File: src/rtl/rt_mem_port_arbiter.sv
// rtl/rt_mem_port_arbiter.sv - round-robin arbiter sharing one OBI-style memory port
// In-order responses are routed back to the issuer through a small ID FIFO.
module rt_mem_port_arbiter #(
   parameter int NumReq    = 3,
   parameter int AddrWidth = 32,
   parameter int DataWidth = 32,
   parameter int MaxTrans  = 2
) (
   input  logic                            clk_i,
   input  logic                            rst_i,
   input  logic [NumReq-1:0]               req_i,
   input  logic [NumReq-1:0]               we_i,
   input  logic [NumReq*(DataWidth/8)-1:0] be_i,
   input  logic [NumReq*AddrWidth-1:0]     addr_i,
   input  logic [NumReq*DataWidth-1:0]     wdata_i,
   output logic [NumReq-1:0]               gnt_o,
   output logic [NumReq-1:0]               rvalid_o,
   output logic [DataWidth-1:0]            rdata_o,
   output logic [NumReq-1:0]               err_o,
   output logic                            mem_req_o,
   output logic                            mem_we_o,
   output logic [DataWidth/8-1:0]          mem_be_o,
   output logic [AddrWidth-1:0]            mem_addr_o,
   output logic [DataWidth-1:0]            mem_wdata_o,
   input  logic                            mem_gnt_i,
   input  logic                            mem_rvalid_i,
   input  logic [DataWidth-1:0]            mem_rdata_i,
   input  logic                            mem_err_i,
   output logic                            busy_o,
   output logic                            proto_err_o
);

   localparam int BeW  = DataWidth / 8;
   localparam int IdxW = (NumReq > 1) ? $clog2(NumReq) : 1;
   localparam int PtrW = (MaxTrans > 1) ? $clog2(MaxTrans) : 1;
   localparam int CntW = $clog2(MaxTrans + 1);

   logic [IdxW-1:0] rr_ptr_q, rr_ptr_d;
   logic            lock_q, lock_d;
   logic [IdxW-1:0] lock_idx_q, lock_idx_d;
   logic            proto_err_q, proto_err_d;
   logic [IdxW-1:0] ids_q [MaxTrans];
   logic [IdxW-1:0] ids_d [MaxTrans];
   logic [PtrW-1:0] wr_ptr_q, wr_ptr_d, rd_ptr_q, rd_ptr_d;
   logic [CntW-1:0] cnt_q, cnt_d;

   logic            fifo_full, fifo_empty, hs, rsp, found;
   logic [IdxW-1:0] sel, head;
   int              idx;

   function automatic logic [PtrW-1:0] ptr_inc(input logic [PtrW-1:0] p);
      return (p == PtrW'(MaxTrans - 1)) ? '0 : p + 1'b1;
   endfunction

   assign fifo_full  = (cnt_q == CntW'(MaxTrans));
   assign fifo_empty = (cnt_q == '0);
   assign head       = ids_q[rd_ptr_q];

   // A pending (locked) address phase overrides round-robin priority.
   always_comb begin
      sel   = rr_ptr_q;
      found = 1'b0;
      idx   = 0;
      for (int i = 0; i < NumReq; i++) begin
         idx = int'(rr_ptr_q) + i;
         if (idx >= NumReq) idx = idx - NumReq;
         if (!found && req_i[IdxW'(idx)]) begin
            sel   = IdxW'(idx);
            found = 1'b1;
         end
      end
      if (lock_q) sel = lock_idx_q;
   end

   assign mem_req_o = !rst_i && req_i[sel] && !fifo_full;
   assign hs        = mem_req_o && mem_gnt_i;
   assign rsp       = !rst_i && mem_rvalid_i && !fifo_empty;

   always_comb begin
      mem_we_o    = 1'b0;
      mem_be_o    = '0;
      mem_addr_o  = '0;
      mem_wdata_o = '0;
      gnt_o       = '0;
      rvalid_o    = '0;
      err_o       = '0;
      for (int k = 0; k < NumReq; k++) begin
         if (sel == IdxW'(k)) begin
            mem_we_o    = we_i[k];
            mem_be_o    = be_i[k*BeW +: BeW];
            mem_addr_o  = addr_i[k*AddrWidth +: AddrWidth];
            mem_wdata_o = wdata_i[k*DataWidth +: DataWidth];
            gnt_o[k]    = hs;
         end
         if (head == IdxW'(k)) begin
            rvalid_o[k] = rsp;
            err_o[k]    = rsp && mem_err_i;
         end
      end
   end

   assign rdata_o     = mem_rdata_i;
   assign busy_o      = !fifo_empty;
   assign proto_err_o = proto_err_q;

   always_comb begin
      rr_ptr_d    = rr_ptr_q;
      lock_d      = lock_q;
      lock_idx_d  = lock_idx_q;
      proto_err_d = proto_err_q;
      ids_d       = ids_q;
      wr_ptr_d    = wr_ptr_q;
      rd_ptr_d    = rd_ptr_q;
      cnt_d       = cnt_q;
      if (hs) begin
         ids_d[wr_ptr_q] = sel;
         wr_ptr_d        = ptr_inc(wr_ptr_q);
         rr_ptr_d        = (sel == IdxW'(NumReq - 1)) ? '0 : sel + 1'b1;
         lock_d          = 1'b0;
      end else if (mem_req_o) begin
         lock_d     = 1'b1;
         lock_idx_d = sel;
      end else if (lock_q && !req_i[lock_idx_q]) begin
         lock_d      = 1'b0;
         proto_err_d = 1'b1;
      end
      if (rsp) rd_ptr_d = ptr_inc(rd_ptr_q);
      if (mem_rvalid_i && fifo_empty) proto_err_d = 1'b1;
      if (hs && !rsp) cnt_d = cnt_q + 1'b1;
      else if (!hs && rsp) cnt_d = cnt_q - 1'b1;
   end

   always_ff @(posedge clk_i) begin
      if (rst_i) begin
         rr_ptr_q    <= '0;
         lock_q      <= 1'b0;
         lock_idx_q  <= '0;
         proto_err_q <= 1'b0;
         wr_ptr_q    <= '0;
         rd_ptr_q    <= '0;
         cnt_q       <= '0;
      end else begin
         rr_ptr_q    <= rr_ptr_d;
         lock_q      <= lock_d;
         lock_idx_q  <= lock_idx_d;
         proto_err_q <= proto_err_d;
         ids_q       <= ids_d;
         wr_ptr_q    <= wr_ptr_d;
         rd_ptr_q    <= rd_ptr_d;
         cnt_q       <= cnt_d;
      end
   end

endmodule

File: config.mk
export PLATFORM = sky130hd
export DESIGN_NAME = rt_mem_port_arbiter
export DESIGN_NICKNAME = d
export VERILOG_FILES = /design/src/rtl/rt_mem_port_arbiter.sv
export SDC_FILE = /design/constraint.sdc
export NUM_CORES = 1
export LEC_CHECK = 0
export CAP_MARGIN = 0
export CELL_PAD_IN_SITES_DETAIL_PLACEMENT = 0
export CELL_PAD_IN_SITES_GLOBAL_PLACEMENT = 1
export CORE_MARGIN = 1.5
export CORE_UTILIZATION = 15
export DETAILED_ROUTE_END_ITERATION = 6
export PLACE_DENSITY_LB_ADDON = 0.05
export SLEW_MARGIN = 10
export SYNTH_ARGS = -nofsm -noshare
export SYNTH_HDL_FRONTEND = slang
export SYNTH_SLANG_ARGS = --single-unit
File: constraint.sdc
create_clock -name clk_i -period 4.1 [get_ports clk_i]
set_input_delay 0.82 -clock clk_i [delete_from_list [all_inputs] [get_ports clk_i]]
set_output_delay 0.82 -clock clk_i [all_outputs]
set_load 0.02 [all_outputs]
=== After elaboration in Yosys (flattened, before gate mapping) ===
Index checks and enable logic that the tools add are counted.
Widths: inputs -> output; s select.

* Input port bits: 247
* Word-level logic and storage cells: 132
* Register bits after elaboration: 14
* Output and inout port bits: 113

* Bitwise logic cells: 4
* Reductions and logical operators: 31
* Mux-type cells: 60
* Add/subtract/negate cells: 10
* Equal/unequal tests: 7
* Magnitude comparators: 11

{| class="wikitable"
|+ Operators by type and width
! cell !! count
|-
| $mux 32 || 6
|-
| $mux 1 || 30
|-
| $mux 2 || 14
|-
| $logic_and 1x1->1 || 13
|-
| $lt 2x4->1 const B || 3
|-
| $mux 4 || 3
|-
| $bmux 1 s2 || 5
|-
| $logic_not 1->1 || 8
|-
| $eq 2x2->1 const B || 3
|-
| $ge 2x2->1 const B || 3
|-
| $ge 3x2->1 const B || 2
|-
| $logic_not 2->1 || 3
|-
| $lt 2x3->1 const B || 2
|-
| $reduce_bool 2->1 || 3
|-
| $sub 2x2->2 const B || 3
|-
| $add 2x1->2 const B || 2
|-
| $bwmux 4 || 1
|-
| $eq 2x1->1 const B || 2
|-
| $ne 2x1->1 const B || 2
|-
| $not 1->2 || 2
|-
| $reduce_and 2->1 || 2
|-
| $add 2x1->3 const B || 1
|-
| $add 2x2->3 const B || 1
|-
| $reduce_and 3->1 || 1
|-
| other kinds (6) || 8
|}

=== Logic depth before layout (Yosys ltp) ===
Gate-level depths: netlist of run 1.

* Depth after elaboration: 22
* Mapped depth: 13
* Depth with buffers taken out: 12

=== Worst setup path after synthesis of run 1 ===
No wires, ideal clock.

* Kind: input port to flip-flop
* From: in req_i[0]
* To: reg cnt_q[1]
* Data required time: 4,030 ps
* Stages: 10
* Data arrival time: 3,700 ps
* Path buffers: 1
* Path slack: 330 ps
* Library setup time: 70 ps
* Path through: buf_2 -> mux2i_1 -> o21ai_1 -> nor4_2 -> nor2_1 -> nor4b_1 -> o21bai_2 -> ha_1 -> or3_1 -> a21oi_1

* Longest elaborated chain between the ends: 19
* Elaborated cells between the ends (all ways): 29
* Classes of those cells: mux: 18; reduce/logical: 11

{| class="wikitable"
|+ Ends and longest elaborated chain
! element !! line !! source
|-
| start: declaration || 11 || <nowiki>input logic [NumReq-1:0] req_i,</nowiki>
|-
| $bmux 1 s2 || 67 || <nowiki>if (!found && req_i[IdxW'(idx)]) begin</nowiki>
|-
| $mux 1 (implied by the code) (2 in a row) || 67 ||
|-
| $mux 1 || 67 ||
|-
| $logic_not 1->1 || 67 ||
|-
| $logic_and 1x1->1 || 67 ||
|-
| $mux 1 || 67 ||
|-
| $logic_not 1->1 || 67 ||
|-
| $logic_and 1x1->1 || 67 ||
|-
| [2 not listed] || - ||
|-
| $bmux 1 s2 * || 75 || <nowiki>assign mem_req_o = !rst_i && req_i[sel] && !fifo_full;</nowiki>
|-
| $mux 1 (implied by the code) * || 75 ||
|-
| $logic_and 1x1->1 * (2 in a row) || 75 ||
|-
| $logic_and 1x1->1 * || 76 || <nowiki>assign hs = mem_req_o && mem_gnt_i;</nowiki>
|-
| named net hs || 47 || <nowiki>logic fifo_full, fifo_empty, hs, rsp, found;</nowiki>
|-
| $logic_not 1->1 || 130 || <nowiki>else if (!hs && rsp) cnt_d = cnt_q - 1'b1;</nowiki>
|-
| $logic_and 1x1->1 || 130 ||
|-
| $reduce_bool 2->1 (no line) || - ||
|-
| end signal: assignment || 150 || <nowiki>cnt_q <= cnt_d;</nowiki>
|-
| end: declaration || 45 || <nowiki>logic [CntW-1:0] cnt_q, cnt_d;</nowiki>
|}

Mark *: on every way through the listed nets, which the timed path passes. The rest lies on a longest branch. The select of a mux whose other input is x is not followed.
A chain may end at the register's enable or synchronous reset.

=== Worst setup path after layout of run 1 ===
* From: in req_i[2]
* To: out mem_addr_o[11]

* Longest elaborated chain between the ends: 15
* Elaborated cells between the ends (all ways): 25
* Classes of those cells: eq/ne: 2; mux: 18; reduce/logical: 5

{| class="wikitable"
|+ Ends and longest elaborated chain
! element !! line !! source
|-
| $bmux 1 s2 || 67 ||
|-
| $mux 1 (implied by the code) (2 in a row) || 67 ||
|-
| $mux 1 || 67 ||
|-
| $logic_not 1->1 || 67 ||
|-
| $logic_and 1x1->1 || 67 ||
|-
| $mux 1 || 67 ||
|-
| $logic_not 1->1 || 67 ||
|-
| $logic_and 1x1->1 || 67 ||
|-
| $mux 2 * || 67 ||
|-
| $mux 2 * || 72 || <nowiki>if (lock_q) sel = lock_idx_q;</nowiki>
|-
| $logic_not 2->1 || 88 || <nowiki>if (sel == IdxW'(k)) begin</nowiki>
|-
| $mux 32 (2 in a row) || 88 ||
|-
| $mux 32 * || 88 ||
|-
| end: declaration || 23 || <nowiki>output logic [AddrWidth-1:0] mem_addr_o,</nowiki>
|}

Every way passes the cells marked *; elsewhere a longest branch is shown, timed or not. The select of a mux whose other input is x is not followed.

==> impl_results.md, run 1 <==
- Area leader, netlist: mux2i_1
- CTS Root Cell: clkbuf_16
- CP arrival: 3.14 ns
- Slowest-stage cell, CP: a211o_1
- Post-DRT Antenna Nets: 0
- Die Area: 19500 µm²
- Multiplexer share of the synthesized area: 0.276
- Final period utilization: 0.965
- Clk sinks: 14
- FF+latch count, synth: 14
- Sw frac: 0.507
- Yosys top cell area share: 0.272
- CTS tree: yes
- Worst setup path startpoint: req_i[2]
- Setup crit end: mem_addr_o[11]
- Post-Synth Adder-Cell Area: 0.0223
- Critical path's largest stage delay: roughly 0.34 ns
- Max cap viols: 0
- Buf+Inv Stages, Crit Path: 5
- Final nets: around 950
- Worst-skew pair later-pin latency: ~0.25 ns
- Share of layout cells above drive strength 1: 0.117
- Hold Path Class: reg -> reg
- Worst vdd ir: 0.403 mV
- Post-synthesis xor/xnor area fraction: 0.00938
- Die W: roughly 140 µm
- Drt drc: 6
- Leakage: approximately 2.5 nW
- Async SR Flop Fraction: 0
- Status: finished with violations
- Mean number of vias per cell: 4.28
- R2R Setup Slk: about 0.57 ns
- GP Congestion: about 0.83
- Wire per inst: 17.3 µm
- Vias in the first global route: approximately 4300
- R2r worst-path depth: 15
- Post-DP HPWL: about 14000 µm
- DR iter-0 viols: around 130
- Worst R2R End: cnt_q[1]
- Net Sw Power: a little under 0.003 W
- Crit. End Element: output port
- Register share of total power: 0.045
- Synth Area in Compound Gates: 0.207
- Clock share of power: 0.033
- I/O Buffers: around 300
- Final setup viols: 0
- Unrepaired setup endpoints after global routing: no
- Setup ws final: about 0.14 ns
- Power Dens Cells: ~920 nW/µm²
- Cell family with most CP delay: buffers and inverters
- Initial cell density of the core: 0.154
- Syn nets: 650
- Crit Path Max Fanout: 25
- Combinational share of power: 0.921
- TritonCTS buffer count: 3
- Final hold violation count: 0
- Final Skew: around 0.0021 ns
- Fillers: around 1900
- Max transition margin: 0.626
- Main synth FF type: dfxtp_1
- Most common library cell in the layout ignoring fill and taps: clkdlybuf4s50_1
- Post-Syn Area: 2800 µm²
- Final min period: slightly below 4 ns
- Clock buffer depth: 2
- Mapped Cells: 398
- CP Data Required Time: approximately 3.3 ns
- Dpl ws: -0.487 ns
- Simple-gate share of the synthesized area: 0.218
- Area growth syn-to-layout: 122%
- RR Startpoint: rr_ptr_q[0]
- Total gr overflow: 0
- Layout Utilization: 0.342
- Largest net degree at the start of global routing: 44
- Fmax: about 250 MHz
- # IOs: between 300 and 400
- Synth Warn #: 0
- H-tree levels: 1
- Final Max Slew Viols: 0
- Highest-count cells in the layout ignoring fill and taps: 219 x clkdlybuf4s50_1, 78 x nand2_1, 74 x mux2i_1, 64 x dlygate4sd2_1, 53 x buf_4
- Floorplan Core Area: 18100 µm²
- DRT Pass-1 Iters: 7
- Startpoint Class: input port
- Main combinational cell family by area after synthesis: multiplexers
- Synth top area cells: mux2i_1 27%, nand2_1 10%, buf_4 9.4%
- Die Y: ~140 µm
- Cell-internal power: 0.00283 W
- CP cell instances: dlygate4sd2_1 > nand2_1 > o221a_1 > a211o_1 > a211oi_4 > buf_12 > nor2_4 > buf_12 > buf_4 > nand2_1 > o21ai_1 > dlygate4sd2_1
- DRT Wirelength: roughly 16000 µm
- Clock transition at path regs: ~0.05 ns
- Syn_area_per_cell: 7.04 µm²
- Critical Path Stages: 12
- Failing checks: design-rule violations
- Initial antenna violation count: 2
- Post-synth EDFFs: 4
- Gr usage total: 0.159
- DR vias: around 4000
- Post-synthesis sequential area ratio: 0.114
- Hold-fix buffers, CTS: 0
- Worst-Margin Slew: 0.557 ns
- Distinct cells, synth: between 40 and 50
- Worst Setup Path Type: in -> out
- Rows: 49
- Global-route wire length before repair: about 24000 µm
## power groups by stage
stage                     sequential [W]  clock, W  combinational (W)
after floorplan                 0.000230         0            0.00305
after global placement          0.000259         0            0.00570
after detailed placement        0.000259         0            0.00566
after CTS                       0.000259  0.000198            0.00538
after global routing            0.000268  0.000205            0.00572
final                           0.000260  0.000192            0.00529
## state kept, by name, indices dropped and copies added, names as in the netlist
register,flops
lock_idx_q,2
rd_ptr_q,1
wr_ptr_q,1
lock_q,1
cnt_q,2
rr_ptr_q,2
ids_q,4
proto_err_o,1
## cell usage after synthesis (2+ instances only)
cell type	n
nand4_1	2
o21ai_0	28
o21ai_1	47
mux2i_1	76
and2_1	5
inv_1	8
nor3_1	4
nor2_1	15
buf_2	4
ha_1	5
o22ai_1	2
edfxtp_1	4
nand2b_1	4
nand3b_1	3
dfxtp_1	10
o211ai_1	2
a211oi_4	2
clkbuf_1	15
buf_4	35
a21oi_1	9
nand2_1	78
xor2_1	3
buf_6	5
nand3_1	4
nand4b_1	2
nor2b_1	4
## worst min path at each step
stage,start,end,slack (ns),depth (start not counted)
finish,wr_ptr_q,wr_ptr_q,0.49,1
global route,lock_idx_q[0],lock_idx_q[0],0.53,2
CTS,wr_ptr_q,wr_ptr_q,0.49,1
detailed placement,wr_ptr_q,wr_ptr_q,0.48,1
global placement,wr_ptr_q,wr_ptr_q,0.47,1
floorplan,wr_ptr_q,wr_ptr_q,0.45,1
## repair_timing
item                                    CTS  global route
pin swaps                                 1             1
resized for setup                        75            10
setup buffers                             5             0
endpoints found under the setup margin   70            60
## logic make-up (layout without fill, tap and decap cells)
family,count (synthesis),in the layout
compound gates,100,100
xor+xnor,3,3
fa+ha+maj,5,5
buf+inv,68,364
flops,14,14
mux,77,77
other cells,0,1
simple gates,131,131
## layout make-up
class                           instances  area (µm²)  share of cell area
Sequential cell                        14         320              0.0516
Clock buffer                            3        75.1              0.0121
Multi-Input combinational cell        316        2090               0.337
Clock inverter                          1        3.75            0.000604
Antenna cell                            1        2.50            0.000403
Timing Repair Buffer                  352        3400               0.548
Inverter                                8        30.0             0.00483
Tap cell                              229         287              0.0461
## worst register-to-register path: cells and delay by family, from the launching register on
kind                       cells  cell delay (ns)
adders and majority gates      2             0.61
muxes                          1             0.17
buffers and inverters          5             0.70
AOI/OAI and AO/OA              5             1.18
and+or+nand+nor                2             0.43
DFF                            1             0.36
## metal layers
layer / vias up / GRT usage / wire (µm)
met2: 158 / 0.320 / 8990
li1: 1960 / - / -
met4: 0 / 0.0211 / 180
met1: 1821 / 0.161 / 5500
met5: - / 0 / 0
met3: 16 / 0.0499 / 1290
## stage by stage
step | TNS (ns) | cell area [µm²] | total power [W] | instances | hold WS (ns)
5_1_grt | 0 | 6210 | 0.00619 | 924 | 0.535
3_3_place_gp | -26.54 | 6140 | 0.00596 | 914 | 0.469
2_1_floorplan | 0 | 2800 | 0.00328 | 398 | 0.452
3_5_place_dp | -27.11 | 6140 | 0.00592 | 914 | 0.484
6_report | 0 | 6210 | 0.00574 | 924 | 0.488
4_1_cts | 0 | 6200 | 0.00583 | 923 | 0.492
No activity file was read; power rests on OpenSTA's default activity.
==> inputs of run 2 (changes only) <==
--- a/config.mk
+++ b/config.mk
@@ -11,4 +11,5 @@
 export CORE_MARGIN = 1.5
 export CORE_UTILIZATION = 15
+export CTS_CLUSTER_SIZE = 24
 export DETAILED_ROUTE_END_ITERATION = 6
 export PLACE_DENSITY_LB_ADDON = 0.05
==> constraint.sdc (replaced) <==
create_clock -name clk_i -period 3.8 [get_ports clk_i]
set_input_delay 0.76 -clock clk_i [delete_from_list [all_inputs] [get_ports clk_i]]
set_output_delay 0.76 -clock clk_i [all_outputs]
set_load 0.05 [all_outputs]
==> run 2 against run 1 <==
  * The run still ends with design-rule violations left
  * Die area stayed put
  * Count of clock-buffer cells in the layout is the same
  * Core utilization rose by 5.8 points
  * Hold slack better by 0.0030 ns
  * Sequential share of layout area shrank 0.73 points
  * Final cell count up 0.54%
  * Worst setup slack better by 0.012 ns
  * Register-to-register slack got worse by 0.12 ns
  * Clock skew grew 0.0021 ns
  * Wire length up 9.3%
==> impl_results.md, run 2 (synthesized netlist as in run 1, its figures left out) <==
- Status: finished with violations
- Failing checks: design-rule violations
- WHS: a little under 0.5 ns
- GP Congestion: roughly 0.80
- Global-route wire length before repair: around 26000 µm
- Clk sinks: 14
- I/O Buffers: 295
- # IOs: 360
- Worst-Margin Slew: between 0.4 and 0.5 ns
- Clock transition at path regs: about 0.050 ns
- Multi-input logic area: between 2000 and 2500 µm²
- Number of antenna diodes: 0
- Sequential cell area: ~320 µm²
- Initial antenna violation count: 0
- CP Data Required Time: 3.04 ns
- Max reg flops: 4
- Most common library cell in the layout ignoring fill and taps: clkdlybuf4s50_1
- Max transition margin: 0.675
- Hold Path Class: reg -> reg
- Mean number of vias per cell: 4.28
- Die Y: between 100 and 150 µm
- Share of layout cells above drive strength 1: 0.311
- Floorplan Core Area: between 15000 and 20000 µm²
- Rows: 49
- Die W: 140 µm
- CTS Root Cell: clkbuf_16
- Hold-fix buffers, CTS: 0
- Final min period: 3.64 ns
- Clock buffer depth: 2
- DR iter-0 viols: around 110
- Worst Setup Path Type: reg -> out
- TritonCTS buffer count: 3
- Wire per inst: between 15 and 20 µm
- Highest-count cells in the layout ignoring fill and taps: 213 x clkdlybuf4s50_1, 80 x buf_12, 78 x nand2_1, 67 x mux2i_1, 56 x buf_4
- Post-DP HPWL: about 15000 µm
- Layout Utilization: 0.400
- Post-DRT Antenna Nets: 0
- Post-placement cell count: a little over 900
- Die Area: roughly 20000 µm²
- Final Skew: 0.00418 ns
- Final hold violation count: 0
- Post-Layout Cell Count: roughly 930
- Crit Path Max Fanout: 7
- Drt drc: 4
- Vias in the first global route: roughly 4300
- CP arrival: around 2.9 ns
- R2r worst-path depth: 14
- Area growth syn-to-layout: 159%
- Final nets: about 950
- Max cap viols: 0
- Final setup viols: 0
- Hold Path Stages: 1
- DRT Wirelength: roughly 17000 µm
- Largest net degree at the start of global routing: 21
- Total gr overflow: 0
- Initial cell density of the core: 0.154
- H-tree levels: 1
- Setup TNS: 0 ns
- Worst-skew pair later-pin latency: about 0.25 ns
- Startpoint Class: flip-flop
- Fmax: 274 MHz
- CTS tree: yes
- DR vias: just under 4000
- Gr usage total: 0.173
- Crit. End Element: output port
- DRT Pass-1 Iters: 6
- Final Max Slew Viols: 0
- Fillers: roughly 1800
- Largest reg by FF count: ids_q
- Final period utilization: 0.959
run 2: area by class of cell:
class                   instances  area share
flip-flops and latches         14      0.0443
well taps                     229      0.0395
multi-input cells             316       0.317
repair buffers                358       0.584
clock buffers                   3      0.0103
clock inverters                 1    0.000517
inverters                       8     0.00431
run 2: per-stage QoR:
stage | cell area [µm²] | worst slack (ns)
4_1_cts | 7240 | 0.00655
5_1_grt | 7260 | -0.0128
6_report | 7260 | 0.155
2_1_floorplan | 2980 | -0.111
3_5_place_dp | 7070 | -0.237
3_3_place_gp | 7070 | -0.271
run 2: path summary, 6_finish.rpt:
path               startpoint              to  slack (ns)
setup / recovery  rr_ptr_q[1]  mem_wdata_o[0]        0.16
hold / removal       wr_ptr_q        wr_ptr_q        0.49
setup reg to reg  rr_ptr_q[0]        cnt_q[1]        0.45
hold reg to reg      wr_ptr_q        wr_ptr_q        0.49
run 2: per-layer routing:
layer	track usage	up-vias	wire [µm]
met3	0.0485	12	1230
met5	0	-	0
met1	0.177	1838	5950
met4	0.0188	0	112
met2	0.355	143	10100
li1	-	1981	-
run 2: critical path, cell delays in order (launching register included):
cell and delay [ns]:
dfxtp_2 0.36, inv_1 0.09, ha_2 0.27, mux2i_4 0.28, o21ai_2 0.10, a211o_1 0.28, a211oi_4 0.30, buf_12 0.18
buf_6 0.13, buf_6 0.14, mux2i_2 0.23, o21ai_2 0.10, buf_12 0.15
run 2: timing repair:
item / 4_1_cts / 5_1_grt
cloned: 0 / 0
endpoints found under the setup margin: 73 / 72
buffers inserted: 4 / 1
pin swaps: 3 / 3
resized for setup: 22 / 11
Power of run 2 is left out: the tool's default activity adds up to more than one toggle a clock period on the data nets, which glitch-free logic cannot reach.
==> inputs of run 3 (changes only) <==
CORE_ASPECT_RATIO = 0.5   (was unset)
HOLD_SLACK_MARGIN = 0.02   (was unset)
==> run 3 against run 2 <==
  * The run now ends clean
  * Via count fell by 4.4%
  * Register-to-register slack improved by 0.05 ns
  * Worst setup slack worse by 0.025 ns
  * Non-clock buffer count shrank 13
  * Sequential cell count did not move
  * Core utilization fell by 0.74 points
  * Maximum frequency down 0.69%
  * Largest cell class unchanged
==> impl_results.md, run 3 (synthesized netlist as in run 1, its figures left out) <==
- Status: finished, final reports clean
- R2r worst-path depth: 13
- Clock transition at path regs: approximately 0.05 ns
- Clk sinks: 14
- Drt drc: 0
- Die Area: about 20000 µm²
- Gr usage total: 0.156
- # IOs: 360
- Hold path start: wr_ptr_q
- Fillers: 1852
- Crit Path Max Fanout: 7
- Final hold violation count: 0
- Clock buffer depth: 2
- DR vias: between 3000 and 4000
- Number of antenna diodes: 0
- Vias in the first global route: 3977
- R2R Setup Slk: about 0.50 ns
- WHS: between 0.4 and 0.5 ns
- Initial cell density of the core: 0.153
- CP Data Required Time: a little over 3 ns
- Die Y: 99.6 µm
- Hold-fix buffers, CTS: 0
- Final min period: between 3 and 4 ns
- Highest-count cells in the layout ignoring fill and taps: 213 x clkdlybuf4s50_1, 84 x buf_12, 78 x nand2_1, 74 x mux2i_1, 46 x o21ai_2
- Unrepaired setup endpoints after global routing: yes
- H-tree levels: 1
- I/O Buffers: around 300
- Worst-skew pair later-pin latency: between 0.2 and 0.3 ns
- Max reg flops: 4
- Post-DRT Antenna Nets: 0
- Share of layout cells above drive strength 1: 0.285
- Hold path endpoint: wr_ptr_q
- Floorplan Core Area: around 18000 µm²
- CTS tree: yes
- Sequential cell area: between 300 and 400 µm²
- DRT Pass-1 Iters: 4
- Final nets: 940
- Final period utilization: 0.966
- CTS Root Cell: clkbuf_16
- Post-DP HPWL: between 10000 and 15000 µm
- Final Max Slew Viols: 0
- DRT Wirelength: 16000 µm
- Area growth syn-to-layout: 157%
- Global-route wire length before repair: between 20000 and 25000 µm
- Final setup viols: 0
- Hold Path Class: reg -> reg
- Worst-Margin Slew: 0.493 ns
- Startpoint Class: input port
- DR iter-0 viols: 47
- Critical path's largest stage delay: between 0.3 and 0.4 ns
- Cell family with most CP delay: compound AO/OA/AOI/OAI gates
- Final Skew: 0.00270 ns
- Max cap viols: 0
- Die W: 196 µm
- Crit. End Element: output port
- Worst R2R End: cnt_q[1]
- Rows: 35
- Critical Path Stages: 11
- Max transition margin: 0.668
- Total gr overflow: 0
- Largest net degree at the start of global routing: 22
- TritonCTS buffer count: 3
- Fmax: approximately 270 MHz
- GP Congestion: slightly above 0.8
- Buf+Inv Stages, Crit Path: 5
- Initial antenna violation count: 0
- RR Startpoint: rr_ptr_q[1]
- Multi-input logic area: 2260 µm²
- Largest reg by FF count: ids_q
- Hold Path Stages: 1
- CP arrival: around 2.9 ns
- Mean number of vias per cell: between 4 and 5
- Most common library cell in the layout ignoring fill and taps: clkdlybuf4s50_1
- Worst Setup Path Type: in -> out
- Wire per inst: about 17 µm
- Slowest-stage cell, CP: a211o_1
- CP cell instances: clkdlybuf4s15_1 > nand2_1 > o221a_1 > a211o_1 > a211oi_4 > buf_6 > buf_16 > buf_4 > mux2i_1 > o21ai_2 > buf_12
run 3: stage by stage:
step           instances  area (µm²)  setup TNS, ns   util  setup WS, ns
2_1_floorplan        398        2980         -0.111      -        -0.111
3_3_place_gp         921        7060          -9.26  0.385        -0.199
3_5_place_dp         921        7060          -9.72  0.385        -0.194
4_1_cts              927        7200              0  0.392        0.0135
5_1_grt              927        7200       -0.00166  0.393      -0.00166
6_report             927        7200              0  0.393         0.130
run 3: worst max-delay path by stage:
stage	start	end	slack, ns
floorplan	req_i[0]	cnt_q[1]	-0.11
global placement	req_i[1]	mem_wdata_o[18]	-0.20
detailed placement	req_i[0]	mem_addr_o[25]	-0.19
CTS	req_i[0]	mem_addr_o[17]	0.01
global route	rr_ptr_q[1]	mem_wdata_o[31]	-0.002
finish	req_i[2]	mem_addr_o[22]	0.13
run 3: worst register-to-register path: stages, from the launching register on:
cell	delay, ns
dfxtp_2	0.36
inv_1	0.09
ha_2	0.27
mux2i_2	0.27
o21ai_1	0.16
a211o_1	0.31
a211oi_4	0.30
buf_12	0.20
buf_12	0.18
nor4b_2	0.07
o21bai_2	0.20
ha_1	0.31
or3_1	0.37
a21oi_1	0.14
run 3: repair_timing:
| item | 4_1_cts | 5_1_grt |
|---|---|---|
| buffers inserted | 1 | 0 |
| gates resized for setup | 11 | 10 |
| pin swaps | 1 | 1 |
| endpoints found under the setup margin | 72 | 70 |
| gates cloned | 1 | 0 |
run 3: layout make-up:
class / count / share of cell area
multi-input cells: 316 / 0.314
clock inverters: 1 / 0.000521
well taps: 240 / 0.0417
inverters: 8 / 0.00434
clock buffers: 3 / 0.0104
flip-flops and latches: 14 / 0.0446
repair buffers: 345 / 0.584
run 3: per-layer routing:
layer  GRT usage  routed length [µm]
met1       0.172                6030
met2       0.323                9250
met4      0.0314                 237
met3      0.0142                 442
met5           0                   0
Power of run 3 is left out for the same reason.
